File: config.mk
export PLATFORM = sky130hd
export DESIGN_NAME = stage5mo
export DESIGN_NICKNAME = d
export VERILOG_FILES = /design/src/rtl/stage5mo.sv
export SDC_FILE = /design/constraint.sdc
export NUM_CORES = 1
export LEC_CHECK = 0
export ABC_AREA = 1
export BUFFER_PORTS_ARGS = -buffer_cell sky130_fd_sc_hd__buf_2
export CAP_MARGIN = 0
export CORE_MARGIN = 4
export CORE_UTILIZATION = 52
export CTS_CLUSTER_SIZE = 28
export DETAILED_ROUTE_END_ITERATION = 16
export PLACE_DENSITY = 0.92
export SLEW_MARGIN = 0
export SYNTH_ARGS = -nofsm -noshare
export SYNTH_HDL_FRONTEND = slang
export SYNTH_SLANG_ARGS = --single-unit
File: constraint.sdc
create_clock -name clk -period 1.9 [get_ports clk]
set_input_delay 0.095 -clock clk [delete_from_list [all_inputs] [get_ports clk]]
set_output_delay 0.095 -clock clk [all_outputs]
set_load 0.05 [all_outputs]
File: src/rtl/stage5mo.sv
// Memory-operation stage: issues LD/LDi/ST/STi data-memory transactions over a
// req/ready handshake, stalls while busy, and forwards a registered bundle to write-back.
module stage5mo #(
    parameter int unsigned TIMEOUT_CYCLES = 255,
    parameter int unsigned DATA_W         = 24,
    localparam int unsigned FLAGS_W       = 4
) (
    input  logic               clk,
    input  logic               rst,
    input  logic               enable_in,
    input  logic [DATA_W-1:0]  pc_in,
    input  logic [DATA_W-1:0]  instr_in,
    input  logic [DATA_W-1:0]  result_in,
    input  logic [DATA_W-1:0]  store_data_in,
    input  logic [FLAGS_W-1:0] flags_in,
    output logic               mem_req,
    output logic               mem_we,
    output logic [DATA_W-1:0]  mem_addr,
    output logic [DATA_W-1:0]  mem_wdata,
    input  logic               mem_ready,
    input  logic [DATA_W-1:0]  mem_rdata,
    output logic               stall_out,
    output logic               mem_fault,
    output logic               enable_out,
    output logic [DATA_W-1:0]  pc_out,
    output logic [DATA_W-1:0]  instr_out,
    output logic [DATA_W-1:0]  result_out,
    output logic [FLAGS_W-1:0] flags_out
);

    localparam int unsigned OPC_W = 8;
    localparam int unsigned CNT_W = 8;

    // Memory opcodes of the ISA (opcode field is instr[23:16])
    localparam logic [OPC_W-1:0] OPC_R_LD  = 8'h10;
    localparam logic [OPC_W-1:0] OPC_R_ST  = 8'h11;
    localparam logic [OPC_W-1:0] OPC_I_LDi = 8'h20;
    localparam logic [OPC_W-1:0] OPC_I_STi = 8'h21;

    localparam logic [0:0] IDLE = 1'b0;
    localparam logic [0:0] BUSY = 1'b1;

    localparam logic [CNT_W-1:0] CNT_LAST = CNT_W'(TIMEOUT_CYCLES - 1);

    logic [0:0]         state, state_nx;
    logic [CNT_W-1:0]   cnt, cnt_nx;

    logic [DATA_W-1:0]  hold_pc, hold_pc_nx;
    logic [DATA_W-1:0]  hold_instr, hold_instr_nx;
    logic [DATA_W-1:0]  hold_result, hold_result_nx;
    logic [FLAGS_W-1:0] hold_flags, hold_flags_nx;

    logic               mem_req_nx;
    logic               mem_we_nx;
    logic [DATA_W-1:0]  mem_addr_nx;
    logic [DATA_W-1:0]  mem_wdata_nx;
    logic               stall_out_nx;
    logic               mem_fault_nx;
    logic               enable_out_nx;
    logic [DATA_W-1:0]  pc_out_nx;
    logic [DATA_W-1:0]  instr_out_nx;
    logic [DATA_W-1:0]  result_out_nx;
    logic [FLAGS_W-1:0] flags_out_nx;

    logic [OPC_W-1:0]   opc_c;
    logic               is_load_c;
    logic               is_store_c;

    // Opcode decode of the incoming instruction
    assign opc_c      = instr_in[DATA_W-1 -: OPC_W];
    assign is_load_c  = (opc_c == OPC_R_LD) || (opc_c == OPC_I_LDi);
    assign is_store_c = (opc_c == OPC_R_ST) || (opc_c == OPC_I_STi);

    // State register and all registered outputs
    always_ff @(posedge clk) begin
        if (!rst) begin
            state       <= IDLE;
            cnt         <= '0;
            hold_pc     <= '0;
            hold_instr  <= '0;
            hold_result <= '0;
            hold_flags  <= '0;
            mem_req     <= 1'b0;
            mem_we      <= 1'b0;
            mem_addr    <= '0;
            mem_wdata   <= '0;
            stall_out   <= 1'b0;
            mem_fault   <= 1'b0;
            enable_out  <= 1'b0;
            pc_out      <= '0;
            instr_out   <= '0;
            result_out  <= '0;
            flags_out   <= '0;
        end else begin
            state       <= state_nx;
            cnt         <= cnt_nx;
            hold_pc     <= hold_pc_nx;
            hold_instr  <= hold_instr_nx;
            hold_result <= hold_result_nx;
            hold_flags  <= hold_flags_nx;
            mem_req     <= mem_req_nx;
            mem_we      <= mem_we_nx;
            mem_addr    <= mem_addr_nx;
            mem_wdata   <= mem_wdata_nx;
            stall_out   <= stall_out_nx;
            mem_fault   <= mem_fault_nx;
            enable_out  <= enable_out_nx;
            pc_out      <= pc_out_nx;
            instr_out   <= instr_out_nx;
            result_out  <= result_out_nx;
            flags_out   <= flags_out_nx;
        end
    end

    // Next-state and next-output logic
    always_comb begin
        state_nx       = state;
        cnt_nx         = cnt;
        hold_pc_nx     = hold_pc;
        hold_instr_nx  = hold_instr;
        hold_result_nx = hold_result;
        hold_flags_nx  = hold_flags;
        mem_req_nx     = mem_req;
        mem_we_nx      = mem_we;
        mem_addr_nx    = mem_addr;
        mem_wdata_nx   = mem_wdata;
        mem_fault_nx   = mem_fault;
        enable_out_nx  = 1'b0;
        pc_out_nx      = pc_out;
        instr_out_nx   = instr_out;
        result_out_nx  = result_out;
        flags_out_nx   = flags_out;

        case (state)
            IDLE: begin
                if (enable_in) begin
                    if (is_load_c || is_store_c) begin
                        state_nx       = BUSY;
                        cnt_nx         = '0;
                        mem_req_nx     = 1'b1;
                        mem_we_nx      = is_store_c;
                        mem_addr_nx    = result_in;
                        mem_wdata_nx   = is_store_c ? store_data_in : '0;
                        hold_pc_nx     = pc_in;
                        hold_instr_nx  = instr_in;
                        hold_result_nx = result_in;
                        hold_flags_nx  = flags_in;
                    end else begin
                        enable_out_nx  = 1'b1;
                        pc_out_nx      = pc_in;
                        instr_out_nx   = instr_in;
                        result_out_nx  = result_in;
                        flags_out_nx   = flags_in;
                    end
                end
            end
            BUSY: begin
                // A ready in the final timeout cycle still completes normally
                if (mem_ready || (cnt == CNT_LAST)) begin
                    state_nx      = IDLE;
                    mem_req_nx    = 1'b0;
                    enable_out_nx = 1'b1;
                    pc_out_nx     = hold_pc;
                    instr_out_nx  = hold_instr;
                    flags_out_nx  = hold_flags;
                    if (!mem_ready) begin
                        mem_fault_nx  = 1'b1;
                        result_out_nx = '0;
                    end else begin
                        result_out_nx = mem_we ? hold_result : mem_rdata;
                    end
                end else begin
                    cnt_nx = cnt + CNT_W'(1);
                end
            end
            default: begin
                state_nx   = IDLE;
                mem_req_nx = 1'b0;
            end
        endcase

        stall_out_nx = (state_nx == BUSY);
    end

endmodule

Word level (Yosys, flattened, before mapping)
Index checks and enable logic that the tools add are counted.

Bits in registers: 189. Word-level logic and storage cells: 72. Input port bits: 128. Output and inout port bits: 129.

Bitwise operators: 2. Eq/ne operators: 10. Add/subtract/negate cells: 1. Multiplexer cells: 35. Reductions and logical operators: 9.

Operators by type and width (number): $mux 24 (12); $pmux 24 s2 (3); $mux 8 (3); $eq 8x5->1 const B (2); $eq 8x6->1 const B (2); $pmux 8 s2 (1); $reduce_and 3->1 (5); $mux 4 (3); $mux 1 (9); $add 8x1->8 const B (1); $eq 8x8->1 const B (1); $ne 2x2->1 const B (4); $pmux 4 s2 (1); $pmux 1 s2 (3); $logic_or 1x1->1 (4); $ne 2x1->1 const B (1); $not 1->1 (2).

Logic depth before layout (Yosys ltp)
Word-level depth: 6. Depth in mapped cells: 12. Depth with buffers taken out: 11.

Worst setup path before layout
OpenSTA, ideal clock, no wires.

Kind: reg2reg. From: register state. To: register hold_result[10]. Setup time: 70 ps. Stages on the path, launching flop included: 7. Arrival time: 1609 ps. Path slack: 220 ps. Buffers on the path: 2. Data required time: 1830 ps. Cells stage by stage: dfxtp_1 > nor2_2 > nand3_2 > buf_2 > buf_2 > nand2_1 > a21oi_1.

Cells in the longest elaborated chain, start to end: 2.

RTL lines: start: declaration (RTL line 45) `logic [0:0] state, state_nx;`; start signal: assignment (RTL line 95) `state <= state_nx;`; $not 1->1 (no source line); $reduce_and 3->1 (no source line); end signal: assignment (RTL line 99) `hold_result <= hold_result_nx;`; end: declaration (RTL line 50) `logic [DATA_W-1:0] hold_result, hold_result_nx;`.

No other way between the ends. A chain may end at the register's enable or synchronous reset.

Worst setup path after layout
From: register state. To: register result_out[12].

Cells in the longest elaborated chain, start to end: 3.

RTL lines: $not 1->1 (no source line); $ne 2x2->1 (no source line); $reduce_and 3->1 (no source line); end signal: assignment (RTL line 110) `result_out <= result_out_nx;`; end: declaration (RTL line 27) `output logic [DATA_W-1:0] result_out,`.

Parallel ways exist; a longest one is shown, timed or not.

==> impl_metrics.tcl <==
set metrics [dict create \
    r2r_start "state" \
    slew_headroom_pct 55.6 \
    hold-path-endpoint "hold_instr[4]" \
    ys_seq_area_share_pct 44.4 \
    power.total_mw 9.09 \
    synth_cell_types 24 \
    grt_max_degree 76 \
    final_layout_size_suffix_gt1_share_pct 21.5 \
    rsz0062_at_grt "no" \
    min_from "instr_in[4]" \
    drtIter0Drc 813 \
    yosys_register_bits 189 \
    ios 257 \
    finalSetupViolations 0 \
    cts_root_buf "clkbuf_16" \
    worstPathCellList "clkinv_2 > buf_12 > nand2_1 > o21ai_0 > a21oi_1 > nor2_1" \
    setup_tns_ns 0 \
    route.met2.wl_mm 13.1 \
    drc 0 \
    cp_slowest_cell "dfxtp_1" \
    met1Wirelength_mm 10.7 \
    hp-class "in2reg" \
    critPathKind "reg2reg" \
    final_common_cell "buf_2" \
    place.gp.congestion 0.877 \
    hold_viol 0 \
    dr_wl_met3_mm 2.67 \
    die_x_um 136 \
    routed_wl_mm 27.8 \
    die-area_um2 18500 \
    vias 9577 \
    numCtsBuffers 17 \
    synth_area_um2 8530 \
    ant_nets 0 \
    synth_cells 1210 \
    area_growth_pct 35.0 \
    fin_crit_sh_pct 94.6 \
    fin_skew_ns 0.00750 \
    yosysWarnings 0 \
    grt-ovfl-total 0 \
    mostFrequentLayoutCells "255 x buf_2, 254 x nand2_1, 189 x dfxtp_1" \
    fill_cells 1194 \
    start_util_pct 53.3 \
    rows 46 \
    drt_first_pass_iters 8 \
    fmaxAchievable_mhz 556 \
    drv_slew 0 \
    start_kind "flip-flop" \
    grt_pass1_vias 9245 \
    arrival_ns 2.10 \
    cpLargestDelayFamily "buffers and inverters" \
    end_kind "flip-flop" \
    whs_path_depth 3 \
    insertion_delay_ns 0.42 \
    worstPathRequired_ns 2.21 \
    grt.total_usage_pct 29.2 \
    syn-num-nets 1340 \
    powerDensity_nw_per_um2 789 \
    status "finished, final reports clean" \
    min_period_ns 1.80 \
    grt_pass1_wl_mm 44.4 \
    ff2ff_setup_slack_ns 0.10 \
    peakVddDrop_v 0.000591 \
    io_buffers 256 \
    htree_levels 4 \
    core_um2 16000 \
    viasPerCell 5.55 \
    cts.sinks 189 \
    cap_violations 0 \
    clk_pin_slew_ns 0.07 \
    worst_pin_slew_ns 0.665 \
    reg2reg_to "result_out[12]" \
    fp.dieH_um 136 \
    wl_per_cell_um 16.1 \
    crit_buf_inv 2 \
    n_antenna_cell 0 \
    leakagePower_nw 5.28 \
    max_stage_delay_ns 0.50 \
    antenna_found_initial 1 \
    fin_nets 1628 \
    top_layer "met5" \
    critPathMaxFanout 41 \
    avgSynthCellArea_um2 7.05 \
    clockBufferDepth 2 \
    reg2reg_depth 6 \
    place_hpwl_mm 16.2 \
    cts_tree "built" \
]
[sequential cells by signal, summed over array words and instances (netlist names)]
register,flops
hold_instr,24
hold_pc,24
hold_result,24
instr_out,24
mem_wdata,24
pc_out,24
result_out,24
cnt,8
flags_out,4
hold_flags,4
enable_out,1
mem_fault,1
mem_req,1
mem_we,1
state,1
[tightest hold or removal path: stages]
cell and delay, ns:
buf_2 0.08, o21ai_0 0.08, a21oi_1 0.14
[worst max path at each step]
| stage | cells past startpoint | to | slack [ns] | start |
|---|---|---|---|---|
| after floorplan | 6 | hold_result[10] | 0.22 | state |
| after global placement | 11 | pc_out[22] | 0.26 | cnt[0] |
| after detailed placement | 11 | pc_out[22] | 0.16 | cnt[0] |
| after CTS | 11 | pc_out[12] | 0.15 | instr_in[18] |
| after global routing | 6 | pc_out[13] | 0.02 | state |
| final | 6 | result_out[12] | 0.10 | state |
[routing by layer]
layer / track usage (%) / vias up
met3: 8.22 / 129
met2: 47.9 / 575
met1: 35.0 / 4300
met4: 15.1 / 2
met5: 0 / -
li1: - / 4571
[layout make-up]
type | instances | area (µm²) | share of cell area [%]
Clock inverter | 13 | 116 | 1.01
Sequential cell | 189 | 3780 | 32.9
Multi-Input combinational cell | 851 | 4100 | 35.6
Inverter | 67 | 253 | 2.19
Clock buffer | 19 | 453 | 3.93
Tap cell | 216 | 270 | 2.35
Timing Repair Buffer | 372 | 2540 | 22.1
[cells in the mapped netlist]
| cell type | count | share of area, % |
|---|---|---|
| clkbuf_1 | 60 | 2.6 |
| o21bai_1 | 1 | 0.088 |
| nand2_1 | 254 | 11 |
| a22oi_1 | 2 | 0.18 |
| buf_1 | 3 | 0.13 |
| buf_4 | 5 | 0.44 |
| xor2_1 | 1 | 0.10 |
| ha_1 | 2 | 0.29 |
| nand2_2 | 4 | 0.29 |
| buf_2 | 35 | 2.1 |
| inv_2 | 2 | 0.088 |
| nand4_1 | 24 | 1.8 |
| o21ai_1 | 5 | 0.29 |
| nand3_1 | 43 | 2.5 |
| dfxtp_1 | 189 | 44 |
| a21oi_1 | 178 | 10 |
| nor2_2 | 1 | 0.073 |
| nand3b_1 | 76 | 6.7 |
| o21ai_0 | 129 | 7.6 |
| nor2_1 | 128 | 5.6 |
| nand3_2 | 1 | 0.12 |
| xnor2_1 | 1 | 0.10 |
| nor3b_1 | 1 | 0.088 |
| inv_1 | 65 | 2.9 |
[through the flow]
step           std cells  hold WS (ns)  utilization, %  setup slack (ns)  area [µm²]
2_1_floorplan       1210         0.256               -             0.220        8530
3_3_place_gp        1605         0.373            62.5             0.262       10000
3_5_place_dp        1605         0.380            62.5             0.157       10000
4_1_cts             1726        0.0102            71.6             0.149       11500
5_1_grt             1727        0.0318            72.0            0.0157       11500
6_report            1727        0.0251            72.0             0.103       11500
[power breakdown]
part | internal, mW | total [mW] | switching [mW]
registers | 4.09 | 4.16 | 0.0639
clock network | 1.88 | 3.43 | 1.55
logic | 0.522 | 1.50 | 0.974
total | 6.50 | 9.09 | 2.59
[timing repair]
action                                  CTS  global route
endpoints found under the setup margin    0            59
gates resized for setup                   0             5
hold buffers                             89             0
hold endpoints to repair                 91             0
buffers inserted                          0             0
[cells by family after synthesis]
family / synth area share, %
flip-flops: 44.4
XOR/XNOR: 0.205
AND/OR/NAND/NOR: 28.4
buffers and inverters: 8.21
adder cells (fa/ha/maj): 0.293
AO/OA/AOI/OAI: 18.6
Power figures use the tool's default switching activity.
